===== config.mk =====
export PLATFORM = sky130hd
export DESIGN_NAME = div_seq
export DESIGN_NICKNAME = d
export VERILOG_FILES = /design/src/rtl/div_seq.sv
export SDC_FILE = /design/constraint.sdc
export NUM_CORES = 1
export LEC_CHECK = 0
export BUFFER_PORTS_ARGS = -buffer_cell sky130_fd_sc_hd__buf_2
export CAP_MARGIN = 10
export CORE_MARGIN = 2
export CORE_UTILIZATION = 45
export DETAILED_ROUTE_END_ITERATION = 8
export PLACE_DENSITY = 0.81
export SETUP_SLACK_MARGIN = 0.15
export SLEW_MARGIN = 0
export SYNTH_ARGS = -nofsm -noshare
export SYNTH_HDL_FRONTEND = slang
export SYNTH_SLANG_ARGS = --single-unit

===== constraint.sdc =====
create_clock -name clk -period 1.75 [get_ports clk]
set_input_delay 0.175 -clock clk [delete_from_list [all_inputs] [get_ports clk]]
set_output_delay 0.175 -clock clk [all_outputs]
set_load 0.02 [all_outputs]

===== src/rtl/div_seq.sv =====
// div_seq: EX-stage sequencer for the shared iterative radix-2 divider.
// Latches a DIV/DIVU request, stalls EX until the divider answers, then writes HI/LO once.
module div_seq #(
    parameter int unsigned DATA_W  = 32,
    parameter int unsigned TIMEOUT = 63
) (
    input  logic                  clk,
    input  logic                  rst,
    input  logic                  req_i,
    input  logic                  signed_i,
    input  logic [DATA_W-1:0]     op1_i,
    input  logic [DATA_W-1:0]     op2_i,
    input  logic                  flush_i,
    input  logic                  div_ready_i,
    input  logic [2*DATA_W-1:0]   div_result_i,
    output logic                  div_start_o,
    output logic                  div_signed_o,
    output logic [DATA_W-1:0]     div_op1_o,
    output logic [DATA_W-1:0]     div_op2_o,
    output logic                  div_annul_o,
    output logic                  stallreq_o,
    output logic                  whilo_o,
    output logic [DATA_W-1:0]     hi_o,
    output logic [DATA_W-1:0]     lo_o,
    output logic                  dbz_o,
    output logic                  err_o
);

    localparam logic [1:0] StIdle  = 2'd0;
    localparam logic [1:0] StBusy  = 2'd1;
    localparam logic [1:0] StDone  = 2'd2;
    localparam logic [1:0] StDrain = 2'd3;

    // Last BUSY cycle the watchdog tolerates; expiry fires in that cycle.
    localparam logic [7:0] WdLast = 8'(TIMEOUT - 1);

    logic [1:0]        r_state;
    logic [1:0]        r_drain_cnt;
    logic [7:0]        r_wd;
    logic              r_start;
    logic              r_signed;
    logic [DATA_W-1:0] r_op1;
    logic [DATA_W-1:0] r_op2;
    logic [DATA_W-1:0] r_hi;
    logic [DATA_W-1:0] r_lo;
    logic              r_dbz;
    logic              r_err;

    logic [1:0]        w_state_nxt;
    logic [1:0]        w_drain_nxt;
    logic              w_idle;
    logic              w_busy;
    logic              w_done;
    logic              w_drain;
    logic              w_accept;
    logic              w_capture;
    logic              w_wd_expire;
    logic              w_abort;

    assign w_idle  = (r_state == StIdle);
    assign w_busy  = (r_state == StBusy);
    assign w_done  = (r_state == StDone);
    assign w_drain = (r_state == StDrain);

    assign w_accept    = w_idle & req_i & ~flush_i;
    // Flush beats ready; a result arriving on the last tolerated cycle still wins the watchdog.
    assign w_capture   = w_busy & ~flush_i & div_ready_i;
    assign w_wd_expire = w_busy & ~flush_i & ~div_ready_i & (r_wd == WdLast);
    assign w_abort     = w_busy & (flush_i | w_wd_expire);

    always_comb begin
        w_state_nxt = r_state;
        w_drain_nxt = r_drain_cnt;
        case (r_state)
            StIdle: begin
                if (w_accept) begin
                    w_state_nxt = StBusy;
                end
            end
            StBusy: begin
                if (w_abort) begin
                    w_state_nxt = StDrain;
                    w_drain_nxt = 2'd0;
                end else if (w_capture) begin
                    w_state_nxt = StDone;
                end
            end
            StDone: begin
                w_state_nxt = StIdle;
            end
            default: begin
                // Two idle cycles let the divider walk back to free with ready clear.
                if (r_drain_cnt == 2'd1) begin
                    w_state_nxt = StIdle;
                    w_drain_nxt = 2'd0;
                end else begin
                    w_drain_nxt = r_drain_cnt + 2'd1;
                end
            end
        endcase
    end

    always_ff @(posedge clk) begin
        if (rst) begin
            r_state     <= StIdle;
            r_drain_cnt <= 2'd0;
            r_wd        <= 8'd0;
            r_start     <= 1'b0;
            r_signed    <= 1'b0;
            r_op1       <= '0;
            r_op2       <= '0;
            r_hi        <= '0;
            r_lo        <= '0;
            r_dbz       <= 1'b0;
            r_err       <= 1'b0;
        end else begin
            r_state     <= w_state_nxt;
            r_drain_cnt <= w_drain_nxt;
            r_err       <= w_wd_expire;

            if (w_accept) begin
                r_signed <= signed_i;
                r_op1    <= op1_i;
                r_op2    <= op2_i;
                r_start  <= 1'b1;
                r_wd     <= 8'd0;
            end else if (w_busy) begin
                r_wd <= r_wd + 8'd1;
            end

            if (w_abort || w_capture) begin
                r_start <= 1'b0;
            end

            if (w_capture) begin
                r_hi  <= div_result_i[2*DATA_W-1:DATA_W];
                r_lo  <= div_result_i[DATA_W-1:0];
                r_dbz <= (r_op2 == '0);
            end
        end
    end

    assign div_start_o  = r_start;
    assign div_signed_o = r_signed;
    assign div_op1_o    = r_op1;
    assign div_op2_o    = r_op2;
    assign div_annul_o  = w_abort;
    assign stallreq_o   = w_accept | w_busy | (w_drain & req_i);
    assign whilo_o      = w_done & ~flush_i;
    assign hi_o         = r_hi;
    assign lo_o         = r_lo;
    assign dbz_o        = r_dbz;
    assign err_o        = r_err;

endmodule


## Word level (Yosys, flattened, before mapping)

Cells that the tools add are included.

| word-level totals | value |
|---|---|
| output and inout bits | 135 |
| register bits after elaboration | 144 |
| input bits | 134 |
| logic and storage cells | 53 |

| cells by class | value |
|---|---|
| equality and inequality tests | 8 |
| add/subtract/negate cells | 2 |
| multiplexer cells | 8 |
| reduce and logical (&&, ||, !) cells | 9 |
| bitwise gates (word level) | 15 |

Operators with widths:

| kind | count |
|---|---|
| $logic_not A32 Y1 | 1 |
| $mux W2 | 6 |
| $and A1 B1 Y1 | 9 |
| $add A8 B1 Y8 const B | 1 |
| $eq A8 B6 Y1 const B | 1 |
| $pmux W2 S3 | 1 |
| $reduce_or A2 Y1 | 3 |
| $eq A2 B1 Y1 const B | 2 |
| $eq A2 B2 Y1 const B | 2 |
| $ne A2 B1 Y1 const B | 2 |
| $pmux W2 S2 | 1 |
| $reduce_bool A4 Y1 | 1 |
| $ne A3 B1 Y1 const B | 1 |
| $not A1 Y1 | 3 |
| $or A1 B1 Y1 | 3 |
| $reduce_and A3 Y1 | 1 |
| $add A2 B1 Y2 const B | 1 |
| $logic_not A2 Y1 | 1 |
| $reduce_and A2 Y1 | 1 |
| $logic_or A1 B1 Y1 | 1 |

## Depth between registers and ports, before layout

| depth | value |
|---|---|
| depth after elaboration | 8 |
| gate-level depth with buffers | 7 |
| gate-level depth less buffers | 5 |

## Least setup slack after synthesis

Ideal clock, no wire load.

| path | value |
|---|---|
| kind | register to register |
| start point | register r_op2[1], in the netlist div_op2_o[1] |
| end point | register r_dbz, in the netlist dbz_o |
| data required time | 1681 ps |
| arrival | 1436 ps |
| setup time | 69 ps |
| stages on the path, launching flop included | 4 |
| setup slack | 245 ps |
| period minus slack after synthesis | 1505 ps |
| cell sequence | dfxtp_1 -> or4_1 -> or4_1 -> o21ai_1 |

| on the way | value |
|---|---|
| longest elaborated chain between the ends | 1 |

Ends and longest elaborated chain:

| what | RTL line | source |
|---|---|---|
| start: declaration | 43 | `logic [DATA_W-1:0] r_op2;` |
| start signal: assignment | 124 | `r_op2 <= op2_i;` |
| $logic_not A32 Y1 | 138 | `r_dbz <= (r_op2 == '0);` |
| end signal: assignment | 138 |  |
| end: declaration | 46 | `logic r_dbz;` |

Every way passes these cells.
A chain may end at the register's enable or synchronous reset.

## Worst setup path in the final report

| path | value |
|---|---|
| start point | register r_wd[5] |
| end point | output port div_annul_o |

| on the way | value |
|---|---|
| longest elaborated chain between the ends | 4 |

Ends and longest elaborated chain:

| what | RTL line | source |
|---|---|---|
| start: declaration | 39 | `logic [7:0] r_wd;` |
| start signal: assignment | 128 | `r_wd <= r_wd + 8'd1;` |
| $eq A8 B6 Y1 | 68 | `assign w_wd_expire = w_busy & ~flush_i & ~div_ready_i & (r_wd == WdLast);` |
| $and A1 B1 Y1 | 68 |  |
| $or A1 B1 Y1 | 69 | `assign w_abort = w_busy & (flush_i \| w_wd_expire);` |
| $and A1 B1 Y1 | 69 |  |
| end: declaration | 20 | `output logic div_annul_o,` |

Every way passes these cells.

==> reports/metrics.yaml <==
critical_path:
  cp_data_arrival_time_ps: 1430
  worst_ep_required_time_ps: 1570
  crit_chain: "and4_4, nand4b_1, a21oi_2, buf_4"
  r2r-end: "dbz_o$_SDFFE_PP0P_"
  reg2reg_depth: 4
  ff2ff_setup_slack_ps: 220
  max_stage_delay_ps: 320
  critPathCaptureType: "output port"
  reg2reg_from: "div_op2_o[25]$_SDFFE_PP0P_"
  critical_path_class: "reg2out"
  cp_max_fo: 2
  cp-start-kind: "flip-flop"
  critPathSlowestCell: "dfxtp_2"
global_routing:
  grt_pass1_vias: 6143
  antenna_found_initial: 1
  grt_max_degree: 78
  gr-total-overflow: 0
  grt_pass1_wl_um: 30000
  grt_util_all_layers: 0.302
logic_synthesis:
  synthMuxAreaShare: 0
  ys_ff_latch: 144
  synth_compound_area_frac: 0.140
  yosys-top-cells-area: "dfxtp_1 (56%), nand2_1 (19%), a21oi_1 (13%)"
  synth_area_um2: 5180
  seq_area_frac_synth: 0.557
  yosys_warnings: 0
  synth-simple-area-share: 0.244
  netlist.area_leader.share: 0.557
  synth_fa_ha_area_frac: 0.00483
  synth_top_family_by_area: "simple AND/OR/NAND/NOR gates"
  synth_nets: 792
  syn_area_per_cell_um2: 7.89
  synth_cell_types: 35
  synthXorXnorAreaFrac: 0.0101
  netlist.top_cell.by_area: "dfxtp_1"
  syn_inst: 656
drt:
  drcViolationCount: 0
  drtAntennaViolNets: 0
  drtIter0Drc: 713
  viasPerCell: 5.19
  finalWirelength_um: 19300
  firstDrtPassIters: 6
  wl_per_cell_um: 16.3
  vias: 6157
timing:
  fin_hold_ws_ps: 13.3
  setup_violations: 0
  final.setup.worst_slack_ps: 143
  maxSlewHeadroom: 0.455
  slew_viol_final: 0
  rsz0062_at_grt: "true"
  min_period_over_period: 0.918
  worst_slew_pin_slew_ps: 818
  hold_viol: 0
  fmax_mhz: 622
  clock-skew-final_ps: 5.80
  timing.final.crit_period_ps: 1610
  fin_setup_tns_ps: 0
clocking:
  root_buffer: "clkbuf_16"
  cts_htree_levels: 4
  ctsLongestPathBuffers: 2
  worstSkewPairLatency_ps: 420
  numCtsBuffers: 17
  cts.clk_slew.worst_paths_ps: 60
  cts_tree: "built"
  numClockSinks: 144
placed_design:
  place.detailed.hpwl_um: 9960
  numPortBuffers: 268
  pre_cts_slack_ps: 274
  place_congestion: 0.787
power_and_ir_drop:
  power_density_nw_per_um2: 984
  peakVddDrop_mv: 0.796
  p_leak_nw: 3.82
layout:
  fill_cells: 700
  area_growth_pct: 64.4
  fin_nets: 1165
  final_common_cell: "buf_2"
  final_cell_mix: "buf_2 (266), nand2_1 (264), dfxtp_1 (137)"
  drive_above_1_share: 0.321
floorplan:
  rows: 39
  core_um2: 11300
  die-area_um2: 12400
  die_y_um: 111
  ios: 269
  start_util: 0.457
  die_width_um: 111
worst_hold_path:
  hold_start: "div_result_i[50]"
  holdPathEnd: "hi_o[18]$_SDFFE_PP0P_"
  hp-class: "in2reg"
  min_delay_path_depth: 3
run:
  drv_cap: 0
status:
  status: "completed"
[metrics by stage]
step                      instances  instance area, um2  power [mW]  utilization
after floorplan                 656                5180        3.97            -
after global placement         1030                6620        4.31        0.585
after detailed placement       1030                6620        4.32        0.585
after CTS                      1184                8480        8.37        0.749
after global routing           1185                8510        8.68        0.752
final                          1187                8510        8.38        0.752
[how the worst max path moves through the flow]
stage	startpoint	endpoint	slack, ps
floorplan	div_op2_o[1]$_SDFFE_PP0P_	dbz_o$_SDFFE_PP0P_	240
global placement	div_op2_o[1]$_SDFFE_PP0P_	dbz_o$_SDFFE_PP0P_	280
detailed placement	div_op2_o[1]$_SDFFE_PP0P_	dbz_o$_SDFFE_PP0P_	270
CTS	r_wd[5]$_SDFFE_PP0N_	div_annul_o	140
global route	r_wd[5]$_SDFFE_PP0N_	div_annul_o	80
finish	r_wd[5]$_SDFFE_PP0N_	div_annul_o	140
[cell families after synthesis]
kind of cell               Yosys count
buffers and inverters               50
DFF                                144
adders and majority gates            2
xor gates and xnor gates             6
and+or+nand+nor                    312
AOI/OAI and AO/OA                  142
[timing repair]
item                                    CTS  global route
endpoints found under the setup margin    1             8
setup buffers                             7             0
gates cloned                              0             1
resized for setup                        11             3
hold buffers                            115             0
pin swaps                                 3             1
hold endpoints to repair                114             0
[where the power goes]
group,leakage (nW),internal [mW],switching (mW)
logic,2.35,0.483,0.570
registers,1.17,3.39,0.0749
clock network,0.301,2.46,1.40
[flip-flops by register name, indices dropped and copies added, names as in the netlist]
name and count:
div_op1_o 32, dbz_o 1, r_wd 8, r_drain_cnt 2, lo_o 32, div_op2_o 32
hi_o 32, div_signed_o 1, r_state 2, err_o 1, div_start_o 1
[synth_stat cells]
cell type    n
and4_1       1
nor2b_1      2
a211oi_2     1
nand2_1    265
clkbuf_1    24
nor2_1      12
and4b_1      1
or2_1        1
o21ai_1      1
nand3_1      5
nor3b_1      1
buf_2       16
buf_4        5
nand4b_1     1
and2_1       1
nor3_1       3
inv_1        2
a21oi_1    134
or3_1        1
nand2b_1     2
buf_1        1
a211o_1      1
or4_1        2
dfxtp_1    144
and3_1       1
ha_1         2
o21ai_0      3
a311oi_1     1
inv_2        1
a31oi_1      1
nand3b_1     2
nor4_1       7
nand4_1      4
clkbuf_2     1
xor2_1       6
[critical path: cells and delay by family, from the launching register on]
| kind | cells | cell delay [ps] |
|---|---|---|
| compound gates | 1 | 150 |
| buf+inv | 1 | 150 |
| flops | 1 | 320 |
| simple gates | 2 | 390 |
[area by class of cell]
| class | instances | area (um2) | share of cell area |
|---|---|---|---|
| Antenna cell | 2 | 5.00 | 0.000588 |
| Timing Repair Buffer | 401 | 2700 | 0.317 |
| Sequential cell | 144 | 2890 | 0.340 |
| Multi-Input combinational cell | 462 | 2090 | 0.245 |
| Inverter | 3 | 11.3 | 0.00132 |
| Tap cell | 143 | 179 | 0.0210 |
| Clock inverter | 13 | 186 | 0.0219 |
| Clock buffer | 19 | 453 | 0.0532 |
[routing by layer]
layer,up-vias,GRT usage,part of all wire
li1,2893,-,-
met1,2819,0.323,0.37
met2,363,0.513,0.49
met3,82,0.101,0.087
met4,0,0.186,0.052
met5,-,0,0
No activity file was read; power rests on OpenSTA's default activity.
